### config.mk
export PLATFORM = sky130hd
export DESIGN_NAME = multi_button_ctrl
export DESIGN_NICKNAME = d
export VERILOG_FILES = /design/src/rtl/btn_ctrl_pkg.sv /design/src/rtl/button_channel.sv /design/src/rtl/multi_button_ctrl.sv
export SDC_FILE = /design/constraint.sdc
export NUM_CORES = 1
export LEC_CHECK = 0
export ABC_CLOCK_PERIOD_IN_PS = 3900
export CORE_MARGIN = 10
export CORE_UTILIZATION = 55
export CTS_CLUSTER_SIZE = 30
export DETAILED_ROUTE_END_ITERATION = 10
export GPL_TIMING_DRIVEN = 0
export PLACE_DENSITY = 0.74
export SLEW_MARGIN = 20
export SYNTH_ARGS = -nofsm -noshare
export SYNTH_HDL_FRONTEND = slang
export SYNTH_SLANG_ARGS = --single-unit
export TNS_END_PERCENT = 30
### constraint.sdc
create_clock -name i_clk -period 3.9 [get_ports i_clk]
set_clock_uncertainty 0.05 [all_clocks]
set_input_delay 0.78 -clock i_clk [delete_from_list [all_inputs] [get_ports i_clk]]
set_output_delay 0.78 -clock i_clk [all_outputs]
set_load 0.02 [all_outputs]
### src/rtl/btn_ctrl_pkg.sv
// Shared definitions for the multi-channel button front end.
// Channel FSM encoding and default 100 MHz timing constants.
package btn_ctrl_pkg;

  typedef enum logic [1:0] {
    IDLE       = 2'd0,
    PRESS_WAIT = 2'd1,
    HELD       = 2'd2,
    REL_WAIT   = 2'd3
  } btn_state_t;

  localparam int DEF_NUM_BTN      = 4;
  localparam int DEF_DEBOUNCE_CYC = 500_000;
  localparam int DEF_LONG_CYC     = 100_000_000;
  localparam int DEF_CNT_W        = 32;

endpackage

### src/rtl/button_channel.sv
// One button: 2-flop sync, symmetric debounce FSM, press/release pulses.
// Long-press pulse present only when BTN_LONG_PRESS_EN is defined.
module button_channel
  import btn_ctrl_pkg::*;
#(
  parameter logic PUSHED_LVL   = 1'b1,
  parameter int   DEBOUNCE_CYC = DEF_DEBOUNCE_CYC,
  parameter int   LONG_CYC     = DEF_LONG_CYC,
  parameter int   CNT_W        = DEF_CNT_W
) (
  input  logic clk,
  input  logic rst_n,
  input  logic button,
  output logic level,
  output logic press,
  output logic rel,
  output logic long_hit
);

  localparam logic [CNT_W-1:0] ONE =
    CNT_W'(1);
  localparam logic [CNT_W-1:0] DEB_LAST =
    CNT_W'(DEBOUNCE_CYC - 1);

  if (DEBOUNCE_CYC < 2 || LONG_CYC < 1) begin : g_bad_cfg
    $error("button_channel: bad timing parameters");
  end

  logic             s1;
  logic             s2;
  logic             p;
  btn_state_t       state;
  logic [CNT_W-1:0] cnt;

  // Bring the raw pin into the clock domain; idle as released.
  always_ff @(posedge clk or negedge rst_n) begin
    if (!rst_n) begin
      s1 <= ~PUSHED_LVL;
      s2 <= ~PUSHED_LVL;
    end else begin
      s1 <= button;
      s2 <= s1;
    end
  end

  assign p = (s2 == PUSHED_LVL);

  // Debounce FSM: a change is accepted after DEBOUNCE_CYC agreeing samples.
  always_ff @(posedge clk or negedge rst_n) begin
    if (!rst_n) begin
      state <= IDLE;
      cnt   <= '0;
      level <= 1'b0;
      press <= 1'b0;
      rel   <= 1'b0;
    end else begin
      press <= 1'b0;
      rel   <= 1'b0;
      unique case (state)
        IDLE: begin
          if (p) begin
            state <= PRESS_WAIT;
            cnt   <= ONE;
          end
        end
        PRESS_WAIT: begin
          if (!p) begin
            state <= IDLE;
            cnt   <= '0;
          end else if (cnt == DEB_LAST) begin
            state <= HELD;
            press <= 1'b1;
            level <= 1'b1;
            cnt   <= '0;
          end else begin
            cnt <= cnt + ONE;
          end
        end
        HELD: begin
          if (!p) begin
            state <= REL_WAIT;
            cnt   <= ONE;
          end
        end
        REL_WAIT: begin
          if (p) begin
            state <= HELD;
            cnt   <= '0;
          end else if (cnt == DEB_LAST) begin
            state <= IDLE;
            rel   <= 1'b1;
            level <= 1'b0;
            cnt   <= '0;
          end else begin
            cnt <= cnt + ONE;
          end
        end
        default: begin
          state <= IDLE;
          cnt   <= '0;
        end
      endcase
    end
  end

`ifdef BTN_LONG_PRESS_EN
  localparam logic [CNT_W-1:0] LONG_LAST =
    CNT_W'(LONG_CYC - 1);

  logic [CNT_W-1:0] hold_cnt;
  logic             long_done;

  // Time the hold; one long pulse per accepted press, bounce restarts timing.
  always_ff @(posedge clk or negedge rst_n) begin
    if (!rst_n) begin
      hold_cnt  <= '0;
      long_done <= 1'b0;
      long_hit  <= 1'b0;
    end else begin
      long_hit <= 1'b0;
      if (state == PRESS_WAIT && p
          && cnt == DEB_LAST) begin
        hold_cnt  <= '0;
        long_done <= 1'b0;
      end else if (state == REL_WAIT && p) begin
        hold_cnt <= '0;
      end else if (state == HELD && p) begin
        if (hold_cnt != LONG_LAST) begin
          hold_cnt <= hold_cnt + ONE;
        end else if (!long_done) begin
          long_hit  <= 1'b1;
          long_done <= 1'b1;
        end
      end
    end
  end
`else
  assign long_hit = 1'b0;
`endif

endmodule

### src/rtl/multi_button_ctrl.sv
// N independent debounced button channels with press/release/long pulses.
// Long-press pulses enabled by defining BTN_LONG_PRESS_EN.
module multi_button_ctrl
  import btn_ctrl_pkg::*;
#(
  parameter int   NUM_BTN      = DEF_NUM_BTN,
  parameter logic PUSHED_LVL   = 1'b1,
  parameter int   DEBOUNCE_CYC = DEF_DEBOUNCE_CYC,
  parameter int   LONG_CYC     = DEF_LONG_CYC,
  parameter int   CNT_W        = DEF_CNT_W
) (
  input  logic               i_clk,
  input  logic               i_reset_n,
  input  logic [NUM_BTN-1:0] i_button,
  output logic [NUM_BTN-1:0] o_level,
  output logic [NUM_BTN-1:0] o_press,
  output logic [NUM_BTN-1:0] o_release,
  output logic [NUM_BTN-1:0] o_long
);

  for (genvar g = 0; g < NUM_BTN; g++) begin : g_ch
    button_channel #(
      .PUSHED_LVL  (PUSHED_LVL),
      .DEBOUNCE_CYC(DEBOUNCE_CYC),
      .LONG_CYC    (LONG_CYC),
      .CNT_W       (CNT_W)
    ) u_ch (
      .clk     (i_clk),
      .rst_n   (i_reset_n),
      .button  (i_button[g]),
      .level   (o_level[g]),
      .press   (o_press[g]),
      .rel     (o_release[g]),
      .long_hit(o_long[g])
    );
  end

endmodule

[Word-level counts from Yosys, hierarchy flattened]
Cells that the tools add are included.
Storage, ports and cells
  memories kept: 0
  bits in writable memories: 0
  latch bits: 0
  flip-flop bits (word level): 156
  word-level logic and storage cells: 192
  ROM bits: 0
Cells by class
  shift-type cells: 0
  multiply operators: 0
  reduce and logical (&&, ||, !) cells: 20
  $lt $le $gt $ge: 0
  div/mod/pow operators: 0
  bitwise operators: 0
  equality and inequality tests: 48
  multiplexer cells: 92
  add/sub/neg operators: 4
Operators by type and width (count)
  $mux W32: 20
  $pmux W32 S4: 4
  $add A32 B1 Y32 const B: 4
  $eq A32 B19 Y1 const B: 4
  $mux W2: 24
  $mux W1: 36
  $ne A2 B1 Y1 const B: 16
  $pmux W2 S4: 4
  $reduce_and A5 Y1: 4
  $eq A2 B2 Y1 const B: 8
  $ne A2 B2 Y1 const B: 8
  $reduce_and A4 Y1: 4
  $ne A3 B1 Y1 const B: 4
  $ne A3 B3 Y1 const B: 4
  $eq A2 B1 Y1 const B: 4
  $logic_not A2 Y1: 4
  $pmux W1 S2: 4
  $reduce_and A2 Y1: 4
  $reduce_bool A2 Y1: 4

[Longest topological paths before layout]
Gate-level depths: netlist of run 1.
  word-level depth: 4
  mapped depth: 8

[Hierarchy]
Synthesis of run 1 repeated with hierarchy kept, for this count alone.
Unflattened totals
  cells, all modules: 971
  area, all modules: 8745.9 sq um
By module, submodules not included
  button_channel at g_ch[1].u_ch ...: area each 2189.6 sq um, cells an instance 242, times used 2, sequential area each 975.9 sq um
  button_channel at g_ch[0].u_ch: area each 2187.1 sq um, cells an instance 242, times used 1, sequential area each 975.9 sq um
  button_channel at g_ch[3].u_ch: area each 2179.6 sq um, cells an instance 245, times used 1, sequential area each 975.9 sq um

[Worst setup path after synthesis of run 1]
OpenSTA, ideal clock, no wires.
  path type: register to register
  start point: reg g_ch[3].u_ch.cnt[9]
  end point: reg g_ch[3].u_ch.cnt[28]
  path buffers: 3
  slack: 1701 ps
  data arrival time: 2020 ps
  required time: 3720 ps
  cell stages (with the launch flop): 9
  path through: dfrtp_1 -> buf_6 -> or4b_4 -> nor4_4 -> a21oi_2 -> buf_6 -> buf_6 -> o221ai_2 -> o41ai_1
Between the ends
  cells in the longest elaborated chain, start to end: 4
  elaborated cells between the ends (all ways): 6
  classes of those cells: 1 x add/sub; 1 x eq/ne; 4 x mux
Ends and longest elaborated chain
  start, declared: RTL line button_channel.sv:33  | logic [CNT_W-1:0] cnt;
  start signal, assigned: RTL line button_channel.sv:76  | cnt <= cnt + ONE;
  start signal, assigned: RTL line button_channel.sv:95  | cnt <= cnt + ONE;
  $add A32 B1 Y32 or $eq A32 B19 Y1 (tied branches)
  $mux W32 *: RTL line button_channel.sv:70, button_channel.sv:89
  $mux W32 (on tied branches): RTL line button_channel.sv:86, button_channel.sv:67
  $pmux W32 S4 *: RTL line button_channel.sv:59  | unique case (state)
Every way passes the cells marked *; elsewhere a longest branch is shown, timed or not.
A chain may end at the register's enable or synchronous reset.

[Worst setup path after layout of run 1]
  start point: reg g_ch[2].u_ch.cnt[0]
  end point: reg g_ch[2].u_ch.cnt[19]
Between the ends
  cells in the longest elaborated chain, start to end: 4
  elaborated cells between the ends (all ways): 6
  classes of those cells: 1 x add/sub; 1 x eq/ne; 4 x mux
Ends and longest elaborated chain (RTL line)
  start, declared: button_channel.sv:33
  start signal, assigned: button_channel.sv:76
  start signal, assigned: button_channel.sv:95
  $add A32 B1 Y32 or $eq A32 B19 Y1 (tied branches)
  $mux W32 *: button_channel.sv:70, button_channel.sv:89
  $mux W32 (on tied branches): button_channel.sv:86, button_channel.sv:67
  $pmux W32 S4 *: button_channel.sv:59
Marked as above.

==> flow_metrics.env, run 1 <==
export IMPL_outcome="completed"
export IMPL_cp_start_kind="flop"
export IMPL_diodes=0
export IMPL_tritoncts="built"
export IMPL_cp_required_ns=4.20
export IMPL_async_flop_share=1.00
export IMPL_peakVddDrop_v=0.000355
export IMPL_place_ws_ns=1.17
export IMPL_syn_to_final_growth_pct=12.8
export IMPL_post_cts_setup_buffers=0
export IMPL_first_global_vias=7095
export IMPL_fin_nets=1000
export IMPL_hp_class="primary input to async pin"
export IMPL_syn_inst=950
export IMPL_clk_path_buf_depth=2
export IMPL_gp_congestion=0.880
export IMPL_worst_slack_ns=1.11
export IMPL_grt_antenna_before_repair=0
export IMPL_rows=45
export IMPL_final_min_clock_period_ns=2.79
export IMPL_hold_buffers=0
export IMPL_grt_max_degree=83
export IMPL_core_area_um2=15200
export IMPL_fin_area_um2=9640
export IMPL_place_inst=1159
export IMPL_drive_gt1_frac=0.0867
export IMPL_cap_violations=0
export IMPL_ys_types=61
export IMPL_start_util=0.562
export IMPL_remaining_drc_errors=0
export IMPL_fp_dieH_um=145
export IMPL_ios=22
export IMPL_dp_hpwl_mm=13.8
export IMPL_p_leak_uw=0.00389
export IMPL_cp_arrival_ns=3.09
export IMPL_port_buffers=17
export IMPL_layout_commonest_cell="dfrtp_1"
export IMPL_finalWirelength_mm=20.9
export IMPL_final_cell_mix="dfrtp_1, a31oi_1, nand2_1"
export IMPL_avgViaCountPerCell=6.49
export IMPL_synth_enable_flop_cells=0
export IMPL_final_cell_count_no_fill=1191
export IMPL_num_vias=7728
export IMPL_clk_latency_ns=0.43
export IMPL_clock_fmax_ghz=0.359
export IMPL_ys_seq_area_frac=0.457
export IMPL_fin_util=0.634
export IMPL_rsz0062_at_grt="no"
export IMPL_maxSlewHeadroom=0.288
export IMPL_die_w_um=145
export IMPL_cts_htree_levels=4
export IMPL_final_hold_viol_count=0
export IMPL_die_area_um2=20900
export IMPL_ys_dominant_reg_cell="dfrtp_1"
export IMPL_cts_resized=0
export IMPL_grt_pass1_wl_mm=35.6
export IMPL_critPathMaxFanout=10
export IMPL_yosysWarnings=0
export IMPL_power_density_nw_per_um2=406
export IMPL_dr_pass1_iters=7
export IMPL_netlist_area_um2=8550
export IMPL_overflow=0
export IMPL_cp_end_kind="flop"
export IMPL_drtIter0Drc=810
export IMPL_routedWlPerCell_um=17.5
export IMPL_syn_avg_cell_area_um2=9.00
export IMPL_placed_area_um2=9000
export IMPL_synth_seq_cells=156
export IMPL_root_buffer="clkbuf_16"
export IMPL_fillers=1256
export IMPL_finalPower_uw=3910
export IMPL_tightest_slew_ns=1.06
export IMPL_grt_usage=0.207
export IMPL_clkTransAtPathRegs_ns=0.06
export IMPL_cts_sinks=156
export IMPL_fin_crit_sh=0.714
export IMPL_path_class="flop to flop"
export IMPL_cts_buffers=17
export IMPL_slew_violations=0
export IMPL_ant_nets=0
export IMPL_finalSetupViolCount=0
## final timing paths
| path | startpoint | end | slack [ns] | cells past startpoint |
|---|---|---|---|---|
| max in group asynchronous | i_reset_n | g_ch[0].u_ch.cnt[10]$_DFFE_PN0P_ | 2.76 | 2 |
| worst min register to register | g_ch[1].u_ch.s1$_DFF_PN0_ | g_ch[1].u_ch.p$_DFF_PN0_ | 0.30 | 0 |
| min in group i_clk | g_ch[1].u_ch.s1$_DFF_PN0_ | g_ch[1].u_ch.p$_DFF_PN0_ | 0.30 | 0 |
| worst max register to register | g_ch[2].u_ch.cnt[0]$_DFFE_PN0P_ | g_ch[2].u_ch.cnt[19]$_DFFE_PN0P_ | 1.11 | 8 |
| worst min-delay path | i_reset_n | g_ch[1].u_ch.cnt[9]$_DFFE_PN0P_ | 0.25 | 1 |
| worst max-delay path | g_ch[2].u_ch.cnt[0]$_DFFE_PN0P_ | g_ch[2].u_ch.cnt[19]$_DFFE_PN0P_ | 1.11 | 8 |
## layout make-up
type / instances / area [µm²] / area share
Multi-Input combinational cell: 692 / 4160 / 0.431
Sequential cell: 156 / 3900 / 0.405
Clock buffer: 20 / 457 / 0.0474
Buffer: 69 / 364 / 0.0378
Tap cell: 188 / 235 / 0.0244
Timing Repair Buffer: 18 / 203 / 0.0210
Clock inverter: 12 / 185 / 0.0192
Inverter: 36 / 135 / 0.0140
## worst max-delay path, cell delays in order (launching register included)
cell and delay [ns]:
dfrtp_1 0.44, ha_1 0.27, and4_1 0.29, nand4_1 0.23, o21a_1 0.18, clkbuf_1 0.42
clkbuf_1 0.45, o21ai_0 0.17, a21oi_1 0.19
## cells by family (layout without fill, tap and decap cells)
family	after synthesis	count (layout)	share of synthesized area
AOI/OAI and AO/OA	296	296	0.221
xor gates and xnor gates	10	10	0.0102
and+or+nand+nor	374	374	0.242
other	1	4	0.000439
adders and majority gates	4	4	0.00586
DFF	156	156	0.457
muxes	4	4	0.00512
buffers and inverters	105	155	0.0584
## through the flow
stage	setup TNS [ns]	hold WS (ns)
2_1_floorplan	0	0.281
3_3_place_gp	-674.27	0.284
3_5_place_dp	0	0.286
4_1_cts	0	0.285
5_1_grt	0	0.302
6_report	0	0.251
## report_power, final
| group | switching [µW] | leakage, µW | internal [µW] |
|---|---|---|---|
| clock | 702 | 0.000300 | 1110 |
| sequential | 49.9 | 0.00214 | 1660 |
| combinational | 271 | 0.00146 | 119 |
## synth_stat cells, types with 6 or more instances
| master | number | area share |
|---|---|---|
| nor3_1 | 26 | 0.015 |
| nor2_1 | 43 | 0.019 |
| clkbuf_1 | 41 | 0.018 |
| o21a_1 | 6 | 0.0053 |
| o21ai_0 | 47 | 0.028 |
| a31o_2 | 6 | 0.0061 |
| and3_1 | 23 | 0.017 |
| nor4_1 | 28 | 0.020 |
| and2_1 | 9 | 0.0066 |
| nand2_1 | 77 | 0.034 |
| buf_4 | 18 | 0.016 |
| a21oi_1 | 71 | 0.042 |
| a31oi_1 | 86 | 0.063 |
| and4_1 | 15 | 0.015 |
| a41oi_1 | 27 | 0.028 |
| dfrtp_1 | 156 | 0.46 |
| o21bai_1 | 11 | 0.0097 |
| inv_1 | 36 | 0.016 |
| or3_1 | 16 | 0.012 |
| a22o_1 | 9 | 0.0092 |
| nand3_1 | 56 | 0.033 |
| nand2b_1 | 9 | 0.0066 |
| a21o_1 | 9 | 0.0079 |
| nand4_1 | 39 | 0.029 |
## flip-flops by register name (all words and copies together), names as in the netlist, named ones only
name             cells
g_ch.u_ch.s1         4
g_ch.u_ch.cnt      128
g_ch.u_ch.p          4
g_ch.u_ch.rel        4
g_ch.u_ch.state      4
g_ch.u_ch.press      4
g_ch.u_ch.level      4
## routing by layer
layer,vias up,global-route usage,part of all wire
met1,3787,0.296,0.48
met5,-,0,0
li1,3687,-,-
met3,29,0.0434,0.052
met4,0,0.0527,0.012
met2,225,0.313,0.45
(Power assumes the default switching activity.)
==> run 2: changes to the inputs <==
--- a/config.mk
+++ b/config.mk
@@ -5,13 +5,13 @@
 export SDC_FILE = /design/constraint.sdc
 export NUM_CORES = 1
 export LEC_CHECK = 0
-export ABC_CLOCK_PERIOD_IN_PS = 3900
+export ABC_CLOCK_PERIOD_IN_PS = 2400
 export CORE_MARGIN = 10
 export CORE_UTILIZATION = 55
 export CTS_CLUSTER_SIZE = 30
 export DETAILED_ROUTE_END_ITERATION = 10
 export GPL_TIMING_DRIVEN = 0
-export PLACE_DENSITY = 0.74
+export PLACE_DENSITY = 0.77
 export SLEW_MARGIN = 20
 export SYNTH_ARGS = -nofsm -noshare
 export SYNTH_HDL_FRONTEND = slang
==> constraint.sdc (replaced) <==
create_clock -name i_clk -period 2.4 [get_ports i_clk]
set_clock_uncertainty 0.05 [all_clocks]
set_input_delay 0.48 -clock i_clk [delete_from_list [all_inputs] [get_ports i_clk]]
set_output_delay 0.48 -clock i_clk [all_outputs]
set_load 0.02 [all_outputs]
==> flow_metrics.env, run 2 (synthesis results as in run 1) <==
export IMPL_outcome="completed"
export IMPL_multi_input_area_um2=4250
export IMPL_port_buffers=17
export IMPL_p_leak_uw=0.00405
export IMPL_placed_area_um2=9000
export IMPL_maxSlewHeadroom=0.426
export IMPL_final_cell_count_no_fill=1203
export IMPL_final_cell_mix="dfrtp_1, a31oi_1, nand2_1"
export IMPL_r2r_cells=8
export IMPL_cap_violations=0
export IMPL_fp_dieH_um=145
export IMPL_die_w_um=145
export IMPL_core_area_um2=15200
export IMPL_endpoint="g_ch[1].u_ch.cnt[26]$_DFFE_PN0P_"
export IMPL_fin_tns_setup_ns=0
export IMPL_slew_violations=0
export IMPL_swShare=0.256
export IMPL_tritoncts="built"
export IMPL_gp_congestion=0.878
export IMPL_cts_htree_levels=4
export IMPL_fin_nets=1013
export IMPL_clk_path_buf_depth=2
export IMPL_first_global_vias=7115
export IMPL_clk_latency_ns=0.43
export IMPL_syn_to_final_growth_pct=14.7
export IMPL_start_util=0.562
export IMPL_power_switching_uw=1570
export IMPL_die_area_um2=20900
export IMPL_final_min_clock_period_ns=2.33
export IMPL_reg2reg_slack_ns=0.07
export IMPL_remaining_drc_errors=0
export IMPL_cp_required_ns=2.66
export IMPL_clock_fmax_ghz=0.429
export IMPL_hp_class="flop to flop"
export IMPL_drive_gt1_frac=0.123
export IMPL_rows=45
export IMPL_layout_commonest_cell="dfrtp_1"
export IMPL_rr_startpoint="g_ch[1].u_ch.cnt[9]$_DFFE_PN0P_"
export IMPL_finalSetupViolCount=0
export IMPL_root_buffer="clkbuf_16"
export IMPL_drtIter0Drc=867
export IMPL_peakVddDrop_v=0.000584
export IMPL_largest_register="g_ch.u_ch.cnt"
export IMPL_fin_crit_sh=0.972
export IMPL_path_class="flop to flop"
export IMPL_pwr_share_seq=0.457
export IMPL_regArea_um2=3910
export IMPL_clkTransAtPathRegs_ns=0.06
export IMPL_place_ws_ns=-0.254
export IMPL_tightest_slew_ns=0.858
export IMPL_pwr_share_comb=0.108
export IMPL_critPathMaxFanout=10
export IMPL_cp_end_kind="flop"
export IMPL_place_inst=1159
export IMPL_finalWirelength_mm=20.9
export IMPL_cts_sinks=156
export IMPL_fillers=1270
export IMPL_ios=22
export IMPL_avgViaCountPerCell=6.52
export IMPL_p_int_uw=4550
export IMPL_dr_pass1_iters=6
export IMPL_routedWlPerCell_um=17.4
export IMPL_cts_buffers=17
export IMPL_worst_slack_ns=0.0665
export IMPL_grt_antenna_before_repair=0
export IMPL_crit_reg2reg_capture="g_ch[1].u_ch.cnt[26]$_DFFE_PN0P_"
export IMPL_grt_pass1_wl_mm=35.0
export IMPL_fin_area_um2=9810
export IMPL_ant_nets=0
export IMPL_cp_arrival_ns=2.59
export IMPL_grt_usage=0.203
export IMPL_cp_start_kind="flop"
export IMPL_final_hold_viol_count=0
export IMPL_pwr_share_clk=0.435
export IMPL_num_vias=7838
export IMPL_diodes=0
export IMPL_overflow=0
export IMPL_largest_register_ffs=128
export IMPL_grt_max_degree=102
export IMPL_crit_start="g_ch[1].u_ch.cnt[9]$_DFFE_PN0P_"
export IMPL_power_density_nw_per_um2=623
export IMPL_dp_hpwl_mm=13.5
==> run 2: metrics by stage <==
step | util | total power, µW | hold slack, ns
4_1_cts | 0.633 | 6110 | 0.298
3_3_place_gp | 0.590 | 3430 | 0.285
3_5_place_dp | 0.592 | 3440 | 0.285
6_report | 0.645 | 6110 | 0.297
2_1_floorplan | - | 3210 | 0.134
5_1_grt | 0.645 | 6350 | 0.305
==> run 2: final cells by class <==
class | count | share of cell area
clock buffers | 24 | 0.0501
plain buffers | 68 | 0.0397
repair buffers | 32 | 0.0316
multi-input cells | 692 | 0.433
clock inverters | 7 | 0.00893
inverters | 36 | 0.0138
well taps | 188 | 0.0240
flip-flops and latches | 156 | 0.398
==> run 2: worst min-delay path by stage <==
stage,start,end,depth (start not counted)
6_report,g_ch[3].u_ch.s1$_DFF_PN0_,g_ch[3].u_ch.p$_DFF_PN0_,0
5_1_grt,g_ch[1].u_ch.s1$_DFF_PN0_,g_ch[1].u_ch.p$_DFF_PN0_,0
4_1_cts,g_ch[1].u_ch.s1$_DFF_PN0_,g_ch[1].u_ch.p$_DFF_PN0_,0
3_5_place_dp,g_ch[1].u_ch.s1$_DFF_PN0_,g_ch[1].u_ch.p$_DFF_PN0_,0
3_3_place_gp,g_ch[3].u_ch.s1$_DFF_PN0_,g_ch[3].u_ch.p$_DFF_PN0_,0
2_1_floorplan,i_reset_n,async pin,0
==> run 2: power groups by stage <==
| stage | clock network (µW) | logic [µW] | registers, µW |
|---|---|---|---|
| 2_1_floorplan | 0 | 409 | 2800 |
| 3_3_place_gp | 0 | 606 | 2820 |
| 3_5_place_dp | 0 | 622 | 2820 |
| 4_1_cts | 2700 | 636 | 2770 |
| 5_1_grt | 2820 | 727 | 2810 |
| 6_report | 2660 | 659 | 2790 |
==> run 2: routing by layer <==
| layer | routed length [µm] | share of wire | vias up | track usage |
|---|---|---|---|---|
| li1 | - | - | 3712 | - |
| met1 | 9660 | 0.46 | 3799 | 0.283 |
| met2 | 9670 | 0.46 | 293 | 0.312 |
| met3 | 1280 | 0.061 | 34 | 0.0434 |
| met4 | 340 | 0.016 | 0 | 0.0622 |
| met5 | 0 | 0 | - | 0 |
==> run 2: worst max-delay path, cell delays in order (launching register included) <==
cell and delay, ns:
dfrtp_1 0.36, clkbuf_1 0.19, nor4b_2 0.36, nand4_1 0.26, o21ba_2 0.29, clkbuf_2 0.19, buf_2 0.23, o221ai_1 0.20
nand2_1 0.07
==> run 2: timing repair <==
item                                    4_1_cts  5_1_grt
pin swaps                                     3        9
setup buffers                                 0       13
gates resized for setup                      12       41
hold buffers                                  1        0
hold endpoints to repair                     55        0
endpoints found under the setup margin       84      118
